==> config.mk <==
export PLATFORM = sky130hd
export DESIGN_NAME = rtc_counter_flat
export DESIGN_NICKNAME = d
export VERILOG_FILES = /design/src/rtl/rtc_counter_if.sv /design/src/rtl/rtc_counter.sv /design/src/flat_wrapper.sv
export SDC_FILE = /design/constraint.sdc
export NUM_CORES = 1
export LEC_CHECK = 0
export CORE_MARGIN = 1.5
export CORE_UTILIZATION = 52
export CTS_CLUSTER_SIZE = 40
export DETAILED_ROUTE_END_ITERATION = 12
export PLACE_DENSITY = 0.92
export SLEW_MARGIN = 20
export SYNTH_ARGS = -nofsm -noshare
export SYNTH_HDL_FRONTEND = slang
export SYNTH_SLANG_ARGS = --single-unit
==> constraint.sdc <==
create_clock -name CLK -period 2.9 [get_ports CLK]
set_clock_uncertainty 0.2 [all_clocks]
set_input_delay 0.435 -clock CLK [delete_from_list [all_inputs] [get_ports CLK]]
set_output_delay 0.435 -clock CLK [all_outputs]
set_load 0.02 [all_outputs]
==> src/rtl/rtc_counter_if.sv <==
// Signal bundle between the time-set editor (master) and the time-of-day counter (slave).
// Alarm signals exist only when RTC_ALARM_EN is defined.
interface rtc_counter_if;
    logic        HOLD;
    logic        TIME_SET_FLAG;
    logic [17:0] TIME_SETDATA;
    logic [17:0] CLOCK_DATA;
    logic        SEC_TICK;
    logic        DAY_ROLLOVER;
    logic        LOAD_ACK;
`ifdef RTC_ALARM_EN
    logic [17:0] ALARM_DATA;
    logic        ALARM_ARM;
    logic        ALARM_MATCH;

    modport master (
        output HOLD, TIME_SET_FLAG, TIME_SETDATA, ALARM_DATA, ALARM_ARM,
        input  CLOCK_DATA, SEC_TICK, DAY_ROLLOVER, LOAD_ACK, ALARM_MATCH
    );
    modport slave (
        input  HOLD, TIME_SET_FLAG, TIME_SETDATA, ALARM_DATA, ALARM_ARM,
        output CLOCK_DATA, SEC_TICK, DAY_ROLLOVER, LOAD_ACK, ALARM_MATCH
    );
`else
    modport master (
        output HOLD, TIME_SET_FLAG, TIME_SETDATA,
        input  CLOCK_DATA, SEC_TICK, DAY_ROLLOVER, LOAD_ACK
    );
    modport slave (
        input  HOLD, TIME_SET_FLAG, TIME_SETDATA,
        output CLOCK_DATA, SEC_TICK, DAY_ROLLOVER, LOAD_ACK
    );
`endif
endinterface

==> src/rtl/rtc_counter.sv <==
// Purpose: free-running hh:mm:ss counter with prescaler, edge-triggered load; optional alarm (RTC_ALARM_EN).
// Latency: load visible 1 cycle after TIME_SET_FLAG rises; all outputs registered.
// Backpressure: none; HOLD freezes prescaler and time, loads are still accepted.
module rtc_counter #(
    parameter int TICKS_PER_SEC = 1000000,
    parameter int PRESC_W       = 20
) (
    input  logic         CLK,
    input  logic         RESET,
    rtc_counter_if.slave bus
);

    typedef struct packed {
        logic [5:0] hour;
        logic [5:0] min;
        logic [5:0] sec;
    } tod_t;

    localparam logic [PRESC_W-1:0] PRESC_MAX = PRESC_W'(TICKS_PER_SEC - 1);

    tod_t               cur_q;
    tod_t               set_tod;
    tod_t               load_tod;
    tod_t               inc_tod;
    logic [PRESC_W-1:0] presc_q;
    logic               flag_prev_q;
    logic               sec_tick_q;
    logic               day_roll_q;
    logic               load_ack_q;
    logic               load_req;
    logic               tick;
    logic               day_wrap;

    assign load_req = bus.TIME_SET_FLAG & ~flag_prev_q;
    assign tick     = ~bus.HOLD & (presc_q == PRESC_MAX);

    // Each field is sanitised on its own so a single bad field does not wipe the others.
    always_comb begin
        set_tod       = tod_t'(bus.TIME_SETDATA);
        load_tod.hour = (set_tod.hour > 6'd23) ? 6'd0 : set_tod.hour;
        load_tod.min  = (set_tod.min  > 6'd59) ? 6'd0 : set_tod.min;
        load_tod.sec  = (set_tod.sec  > 6'd59) ? 6'd0 : set_tod.sec;
    end

    always_comb begin
        inc_tod  = cur_q;
        day_wrap = 1'b0;
        if (cur_q.sec == 6'd59) begin
            inc_tod.sec = 6'd0;
            if (cur_q.min == 6'd59) begin
                inc_tod.min = 6'd0;
                if (cur_q.hour == 6'd23) begin
                    inc_tod.hour = 6'd0;
                    day_wrap     = 1'b1;
                end else begin
                    inc_tod.hour = cur_q.hour + 6'd1;
                end
            end else begin
                inc_tod.min = cur_q.min + 6'd1;
            end
        end else begin
            inc_tod.sec = cur_q.sec + 6'd1;
        end
    end

    always_ff @(posedge CLK) begin
        if (RESET) begin
            cur_q       <= '0;
            presc_q     <= '0;
            flag_prev_q <= 1'b0;
            sec_tick_q  <= 1'b0;
            day_roll_q  <= 1'b0;
            load_ack_q  <= 1'b0;
        end else begin
            flag_prev_q <= bus.TIME_SET_FLAG;
            sec_tick_q  <= 1'b0;
            day_roll_q  <= 1'b0;
            load_ack_q  <= 1'b0;
            if (load_req) begin
                // A tick landing on the load cycle is dropped; the new second starts fresh.
                cur_q      <= load_tod;
                presc_q    <= '0;
                load_ack_q <= 1'b1;
            end else if (!bus.HOLD) begin
                if (tick) begin
                    presc_q    <= '0;
                    cur_q      <= inc_tod;
                    sec_tick_q <= 1'b1;
                    day_roll_q <= day_wrap;
                end else begin
                    presc_q <= presc_q + PRESC_W'(1);
                end
            end
        end
    end

    assign bus.CLOCK_DATA   = cur_q;
    assign bus.SEC_TICK     = sec_tick_q;
    assign bus.DAY_ROLLOVER = day_roll_q;
    assign bus.LOAD_ACK     = load_ack_q;

`ifdef RTC_ALARM_EN
    logic alarm_match_q;

    // sec_tick_q marks the cycle where CLOCK_DATA holds a freshly ticked value, so loads never match.
    always_ff @(posedge CLK) begin
        if (RESET) begin
            alarm_match_q <= 1'b0;
        end else begin
            alarm_match_q <= sec_tick_q & bus.ALARM_ARM & (cur_q == tod_t'(bus.ALARM_DATA));
        end
    end

    assign bus.ALARM_MATCH = alarm_match_q;
`endif

endmodule
==> src/flat_wrapper.sv <==
// flat-port wrapper written by rule: the top's interface ports become plain ports
module rtc_counter_flat 
#(
    parameter int TICKS_PER_SEC = 1000000,
    parameter int PRESC_W       = 20
)
  (CLK, RESET, bus_HOLD, bus_TIME_SET_FLAG, bus_TIME_SETDATA, bus_CLOCK_DATA, bus_SEC_TICK, bus_DAY_ROLLOVER, bus_LOAD_ACK);
  rtc_counter_if bus_i ();
  input  logic CLK;
  input  logic RESET;
  input wire logic [$bits(bus_i.HOLD)-1:0] bus_HOLD;
  input wire logic [$bits(bus_i.TIME_SET_FLAG)-1:0] bus_TIME_SET_FLAG;
  input wire logic [$bits(bus_i.TIME_SETDATA)-1:0] bus_TIME_SETDATA;
  output wire logic [$bits(bus_i.CLOCK_DATA)-1:0] bus_CLOCK_DATA;
  output wire logic [$bits(bus_i.SEC_TICK)-1:0] bus_SEC_TICK;
  output wire logic [$bits(bus_i.DAY_ROLLOVER)-1:0] bus_DAY_ROLLOVER;
  output wire logic [$bits(bus_i.LOAD_ACK)-1:0] bus_LOAD_ACK;
  assign bus_i.HOLD = bus_HOLD;
  assign bus_i.TIME_SET_FLAG = bus_TIME_SET_FLAG;
  assign bus_i.TIME_SETDATA = bus_TIME_SETDATA;
  assign bus_CLOCK_DATA = bus_i.CLOCK_DATA;
  assign bus_SEC_TICK = bus_i.SEC_TICK;
  assign bus_DAY_ROLLOVER = bus_i.DAY_ROLLOVER;
  assign bus_LOAD_ACK = bus_i.LOAD_ACK;
  rtc_counter #(.TICKS_PER_SEC(TICKS_PER_SEC), .PRESC_W(PRESC_W)) u_core (.CLK(CLK), .RESET(RESET), .bus(bus_i));
endmodule
# == After elaboration in Yosys (flattened, before gate mapping) ==
# Index checks and enable logic that the tools add are counted.
# word_totals
register_bits,42
in_bits,22
elab_cells,51
# op_classes
add_sub_neg,4
n_lt_le_gt_ge,3
eq_ne,5
mux,15
bitwise_logic,7
n_reduce_logical,9
# ops
operator,n
$mux 18,3
$mux 6,7
$add 20x1->20 const B,1
$eq 20x20->1 const B,1
$mux 20,1
$add 6x1->6 const B,3
$eq 6x6->1 const B,2
$gt 6x6->1 const B,2
$mux 12,1
$eq 6x5->1 const B,1
$gt 6x5->1 const B,1
$reduce_bool 2->1,3
$reduce_or 6->1,1
$not 1->1,5
$reduce_and 4->1,1
$mux 1,3
$reduce_and 3->1,1
$reduce_or 3->1,1
$and 1x1->1,2
$ne 2x1->1 const B,1
$reduce_and 2->1,1
$reduce_or 2->1,1

# == Logic depth before layout (Yosys ltp) ==
# Gate-level depths: netlist of the first run.
# logic_depth
ltp_word,7
depth_mapped,8
depth_no_buf,6

# == Least setup slack after synthesis of the first run ==
# OpenSTA, ideal clock, no wires.
# synth_path
path_kind,register -> register
startpoint,"register u_core.cur_q, in the netlist u_core.bus.CLOCK_DATA[6]"
endpoint,"register u_core.cur_q, in the netlist u_core.bus.CLOCK_DATA[13]"
setup_time_ns,0.136
arrival_time_ns,2.080
required_ns,2.564
slack_ns,0.485
path_stages_with_launch,9
path_buffers,2
period_less_slack_ns,2.415
cell_sequence,dfxtp_1 -> ha_1 -> nor2b_1 -> and4_2 -> dlygate4sd1_1 -> and4_1 -> buf_4 -> mux2i_1 -> a211oi_2
# synth_between
elab_chain_cells,3
# synth_lines
element,line_no,text
from (decl),rtc_counter.sv:21,tod_t cur_q;
from (signal assigned),rtc_counter.sv:81,cur_q <= load_tod;
from (signal assigned),rtc_counter.sv:87,cur_q <= inc_tod;
$eq 6x6->1,rtc_counter.sv:50,if (cur_q.min == 6'd59) begin
$reduce_bool 2->1 (no line),-,
$reduce_and 4->1 (no line),-,
# No other way between the ends.
# A chain may end at the register's enable or synchronous reset.

# == Worst setup path in the final report of the first run ==
# layout_path
startpoint,input port bus_HOLD
endpoint,"register u_core.cur_q, in the netlist u_core.bus.CLOCK_DATA[17]"
# layout_between
elab_chain_cells,4
# layout_lines
element,line_no,text
from (decl),flat_wrapper.sv:11,input wire logic [$bits(bus_i.HOLD)-1:0] bus_HOLD;
$not 1->1,rtc_counter.sv:35,assign tick = ~bus.HOLD & (presc_q == PRESC_MAX);
$and 1x1->1,rtc_counter.sv:35,
$reduce_bool 2->1 (no line),-,
$reduce_and 4->1 (no line) *,-,
# Every way passes the cells marked *; elsewhere a longest branch is shown, timed or not.

==> metrics.txt, run 1 <==
CTS Buffer Depth 2; IO Port Bufs 42; DRT Pass-1 Iters 5; Leakage 0.9959 nW; crit path from bus_HOLD; Worst EP required 2.92 ns; DIE AREA 4742 sq um; commonest non-fill, non-tap cells in the layout clkdlybuf4s50_1 (42), dfxtp_1 (42), nor2_1 (38); Residual DRC 0; Hold Buf Count CTS 0; Starting Density 55.21%; Worst Path Max Fanout 7; XOR/XNOR Fraction of Synth Area 6.988%; TNS Setup 0 ns; ys async rst share 0%; Root Buffer clkbuf_8; Hold Crit Class flip-flop to flip-flop; Post-Syn Area 2256 sq um; gr usage total 23.60%; area of the core 4086 sq um; Yosys cell types 56; final design area excluding fillers 2816 sq um; max-slew violations 0; Fin Hold WS 0.2966 ns; Post-DP HPWL 3.853 mm; CP Cell Sequence clkdlybuf4s50_1, nand3b_1, nor4_4, nand4_4, or4_1, a21oi_1; Post-synth EDFFs 0; syn avg cell area 8.513 sq um; clock slew seen by the registers of the worst setup and hold paths 0.08 ns; CTS resizes 0; # nets final 336; area delta synth->final 24.85%; Setup Fix Bufs, Post-CTS 0; Num CTS Buffers 5; largest family of logic cells by synthesized area simple AND/OR/NAND/NOR gates; largest net degree at the start of global routing 19; Pwr Density 412.2 nW/um^2; outcome complete, no violations; Worst R2R Start u_core.bus.CLOCK_DATA[6]; Hold Vio Cnt, Final 0; Yosys reg bits 42; post-synthesis mux area share 0.8874%; Skew-Pair Late Insertion Delay 0.30 ns; crit path DAT 2.44 ns; # rows 23; cell count after synthesis 265; post-route ant nets 0; RSZ-0062 raised after global routing false; Post-Route Utilization 68.92%; ant diodes 0; Slew headroom 62.63%; Die H 68.87 um; vias in the first global route 1,876; vias per cell 6.039; CTS tree done; H-tree depth 2; post-synthesis compound-gate area fraction 18.03%; Die X-Extent 68.87 um; Final min period 2.414 ns; top cell type's share of synthesized area 37.27%; FMAX 414.2 MHz; total power 1.161 mW; Clock Sinks 42; Final Cycle Share 83.25%; first-pass GRT wire length 8.335 mm; Final setup viols 0; antenna violations before repair 0; Adder-Cell Fraction of Synth Area 2.219%; Fillers 331; Crit. End Element flip-flop; WS Path Type input pin to flip-flop; Simple-Gate Fraction of Synth Area 30.67%; GRT Residual Overflow 0; yosys warns 0; largest cells by area after synthesis dfxtp_1 (37%), nor2_1 (6.3%), xor2_1 (4.7%); Primary FF master, synth dfxtp_1; delay of the slowest cell on the worst path 0.50 ns; gp weighted congestion 0.8860; maximum vdd drop 301.4 uV; I/O pin total 43; WL/cell 15.13 um; CP Launch Type input pin; max capacitance violation total 0; post-placement cell area 2725 sq um; sequential fraction of the synthesis area 37.27%; Hold Path Origin u_core.presc_q[1]; Worst Tran Pin Value 0.5533 ns; area leader, netlist dfxtp_1; syn nets 291; Vias 2,180; layout cells sized above 1 8.682%; DR iter-0 viols 292; Crit-path slowest cell nor4_4; total wire length 5.463 mm
==> routing by layer <==
| metal | global-route usage [%] | routed length, um | vias up |
|---|---|---|---|
| met3 | 6.169 | 367 | 10 |
| met2 | 38.22 | 2555 | 90 |
| met4 | 11.03 | 90 | 0 |
| met5 | 0 | 0 | - |
| met1 | 29.22 | 2450 | 1015 |
| li1 | - | - | 1065 |
==> report_power, final <==
part	switching, mW	internal, mW
sequential	0.0182	0.591
clock	0.203	0.192
combinational	0.0778	0.0791
==> area by class of cell <==
| cell class | instances | area (sq um) | area share (%) |
|---|---|---|---|
| clock buffer | 7 | 86.33 | 3.065 |
| clock inverter | 1 | 5.005 | 0.1777 |
| inverter | 6 | 22.52 | 0.7996 |
| multi-input combinational | 206 | 1326 | 47.09 |
| sequential | 42 | 840.8 | 29.85 |
| tap | 50 | 62.56 | 2.221 |
| timing repair buffer | 49 | 473.0 | 16.79 |
==> logic make-up (layout without fill, tap and decap cells) <==
family | count (synthesis) | count (layout)
xor gates and xnor gates | 18 | 18
buffers and inverters | 17 | 63
AOI/OAI and AO/OA | 58 | 58
DFF | 42 | 42
muxes | 2 | 2
and+or+nand+nor | 124 | 124
adders and majority gates | 4 | 4
==> state kept, by name, indices dropped and copies added, names as in the netlist <==
register and cells:
u_core.flag_prev_q 1, u_core.presc_q 20, u_core.bus.SEC_TICK 1, u_core.bus.LOAD_ACK 1
u_core.bus.CLOCK_DATA 18, u_core.bus.DAY_ROLLOVER 1
==> synthesized netlist by cell type, types with 2 or more instances <==
cell type,number
and3_2,2
and4_1,3
o31ai_1,3
nand4_1,5
nand3_1,12
and2_1,3
dfxtp_1,42
nand2b_1,2
a21oi_1,16
and3_1,6
ha_1,4
mux2i_1,2
o21ai_0,6
nand3b_1,2
nor2b_1,6
inv_1,6
nor4_1,3
nor3_1,7
a32oi_1,3
a211oi_1,6
nor4b_1,2
nor2_1,38
nand4b_1,4
clkbuf_1,5
buf_4,2
a22oi_1,2
a31o_2,2
xor2_1,12
o21bai_1,2
xnor2_1,6
and4b_1,2
a221oi_1,2
a41oi_1,2
nand2_1,19
o211ai_1,5
==> critical path, delay by kind of cell <==
family | cells | cell delay (ns)
buffers and inverters | 1 | 0.49
AO/OA/AOI/OAI | 1 | 0.14
AND/OR/NAND/NOR | 4 | 1.37
==> path summary, 6_finish.rpt <==
check	end	slack, ns	cells past startpoint
worst max-delay path	u_core.bus.CLOCK_DATA[17]	0.49	6
worst min-delay path	u_core.presc_q[1]	0.30	2
worst max register to register	u_core.bus.CLOCK_DATA[17]	0.51	6
worst min register to register	u_core.presc_q[1]	0.30	2
==> metrics by stage <==
| stage | cells | setup WS [ns] |
|---|---|---|
| 2_1_floorplan | 265 | 0.4846 |
| 3_5_place_dp | 353 | 0.2135 |
| 5_1_grt | 361 | 0.3795 |
| 6_report | 361 | 0.4858 |
| 3_3_place_gp | 353 | 0.2839 |
| 4_1_cts | 361 | 0.4954 |
Power figures use the tool's default switching activity.
==> run 2: changes to the inputs <==
==> constraint.sdc (replaced) <==
create_clock -name CLK -period 2.3 [get_ports CLK]
set_clock_uncertainty 0.2 [all_clocks]
set_input_delay 0.345 -clock CLK [delete_from_list [all_inputs] [get_ports CLK]]
set_output_delay 0.345 -clock CLK [all_outputs]
set_load 0.02 [all_outputs]
==> metrics.txt, run 2 (synthesized netlist as in run 1, its figures left out) <==
CP Cell Sequence or4b_4, nor4_4, buf_6, and4_1, mux2i_1, o21ai_0 (was clkdlybuf4s50_1, nand3b_1, nor4_4, nand4_4, or4_1, a21oi_1); Final Cycle Share 96.08%; Leakage 1.041 nW (was 0.9959 nW); IO Port Bufs 42 (unchanged); post-placement cell area 2815 sq um (was 2725 sq um); worst reg2reg setup slack 0.09 ns (was 0.51 ns); Post-DP HPWL 4.120 mm (was 3.853 mm); gr usage total 24.84% (was 23.60%); vias in the first global route 1,931 (was 1,876); Crit-path slowest cell or4b_4 (was nor4_4); Final min period 2.210 ns; Worst EP required 2.27 ns (was 2.92 ns); Hold Buf Count CTS 0 (unchanged); Hold Vio Cnt, Final 0 (unchanged); multi-input logic area 1329 sq um (was 1326 sq um); maximum vdd drop 458.1 uV (was 301.4 uV); Fin Hold WS 0.2910 ns (was 0.2966 ns); dpl cells 363 (was 353); Vias 2,245 (was 2,180); register bank with the most flops u_core.presc_q (unchanged); DIE AREA 4742 sq um (unchanged); Cell Count, Final, Fillers Out 370 (was 361); WL/cell 15.26 um (was 15.13 um); Worst Tran Pin Value 0.5257 ns (was 0.5533 ns); DRT Pass-1 Iters 5 (unchanged); delay of the slowest cell on the worst path 0.57 ns (was 0.50 ns); H-tree depth 2 (unchanged); commonest non-fill, non-tap cell in the layout clkdlybuf4s50_1; max capacitance violation total 0 (unchanged); total wire length 5.647 mm (was 5.463 mm); Skew-Pair Late Insertion Delay 0.30 ns (about the same); largest net degree at the start of global routing 19 (unchanged); first-pass GRT wire length 8.873 mm (was 8.335 mm); CTS tree done (unchanged); Root Buffer clkbuf_8 (unchanged); antenna violations before repair 0 (unchanged); FMAX 452.5 MHz; # rows 23 (unchanged); I/O pin total 43 (unchanged); WS Path Type flip-flop to flip-flop (was input pin to flip-flop); Die H 68.87 um (unchanged); Starting Density 55.21% (unchanged); GRT Residual Overflow 0 (unchanged); end of the critical path u_core.bus.CLOCK_DATA[12] (was u_core.bus.CLOCK_DATA[17]); commonest non-fill, non-tap cells in the layout clkdlybuf4s50_1 (42), dfxtp_1 (40), nor2_1 (38) (was clkdlybuf4s50_1 (42), dfxtp_1 (42), nor2_1 (38)); # nets final 346 (was 336); Final setup viols 0 (unchanged); clock slew seen by the registers of the worst setup and hold paths 0.07 ns (was 0.08 ns); Worst R2R Start u_core.presc_q[10] (was u_core.bus.CLOCK_DATA[6]); area delta synth->final 28.45% (was 24.85%); Die X-Extent 68.87 um (unchanged); CP delay by family, top simple AND/OR/NAND/NOR gates (unchanged); crit path DAT 2.18 ns (was 2.44 ns); max-slew violations 0 (unchanged); vias per cell 6.068 (was 6.039); area of the core 4086 sq um (unchanged); r2r endpoint u_core.bus.CLOCK_DATA[12] (was u_core.bus.CLOCK_DATA[17]); Pwr Density 489.7 nW/um^2 (was 412.2 nW/um^2); Hold Crit Class flip-flop to flip-flop (unchanged); Reg2Reg Depth 6 (unchanged); Worst Path Max Fanout 6 (was 7); DR iter-0 viols 288 (was 292); Hold Path Origin u_core.presc_q[1] (unchanged); Fillers 312 (was 331); outcome complete, no violations (unchanged); Buf/Inv on CP 1 (unchanged); Num CTS Buffers 5 (unchanged); Residual DRC 0 (unchanged); number of flip-flops in the largest register 20 (unchanged); post-route ant nets 0 (unchanged); layout cells sized above 1 11.88% (was 8.682%); CP Launch Type flip-flop (was input pin); Clock Sinks 42 (unchanged); gp weighted congestion 0.9179 (was 0.8860); final design area excluding fillers 2898 sq um (was 2816 sq um); Crit. End Element flip-flop (unchanged); ant diodes 0 (unchanged); crit path from u_core.presc_q[10] (was bus_HOLD); Setup Fix Bufs, Post-CTS 0 (unchanged); RSZ-0062 raised after global routing false (unchanged); CTS Buffer Depth 2 (unchanged); CTS resizes 0 (unchanged); Slew headroom 64.63% (was 62.63%); Critical Path Stages 6 (unchanged); register area 843.3 sq um (was 840.8 sq um)
==> run 2: power breakdown <==
part	leakage (nW)	total (mW)	switching, mW	internal [mW]
logic	0.661	0.206	0.100	0.107
registers	0.342	0.769	0.0229	0.746
clock network	0.0383	0.443	0.234	0.209
==> run 2: per-layer routing <==
metal	share of wire, %	global-route usage [%]
met1	43	33.91
met2	47	39.30
met3	7.2	3.734
met4	2.2	10.05
met5	0	0
==> run 2: final cells by class <==
cell class,instances,area share (%)
multi-input cells,206,45.85
flip-flops and latches,42,29.10
repair buffers,59,19.47
clock buffers,7,2.634
well taps,50,2.159
inverters,6,0.7772
==> run 2: worst min path at each step <==
stage | end | cells past startpoint | slack (ns)
2_1_floorplan | u_core.presc_q[1] | 2 | 0.26
3_3_place_gp | u_core.presc_q[1] | 2 | 0.27
3_5_place_dp | u_core.presc_q[1] | 2 | 0.28
4_1_cts | u_core.presc_q[1] | 2 | 0.29
5_1_grt | u_core.presc_q[1] | 2 | 0.33
6_report | u_core.presc_q[1] | 2 | 0.29
==> run 2: worst reg2reg max path: stages, from the launching register on <==
cell and delay, ns:
dfxtp_1 0.36, or4b_4 0.57, nor4_4 0.16, buf_6 0.17, and4_1 0.30, mux2i_1 0.23
o21ai_0 0.11
==> run 2: through the flow <==
step                      setup slack (ns)  TNS (ns)  total power, mW  util [%]
after floorplan                    0.05770         0           0.8850         -
after global routing               0.01482         0            1.479     70.91
final                              0.09026         0            1.419     70.91
after global placement            -0.06576   -0.2223           0.9841     68.89
after detailed placement           -0.1430    -1.305           0.9893     68.89
after CTS                          0.09142         0            1.428     70.76
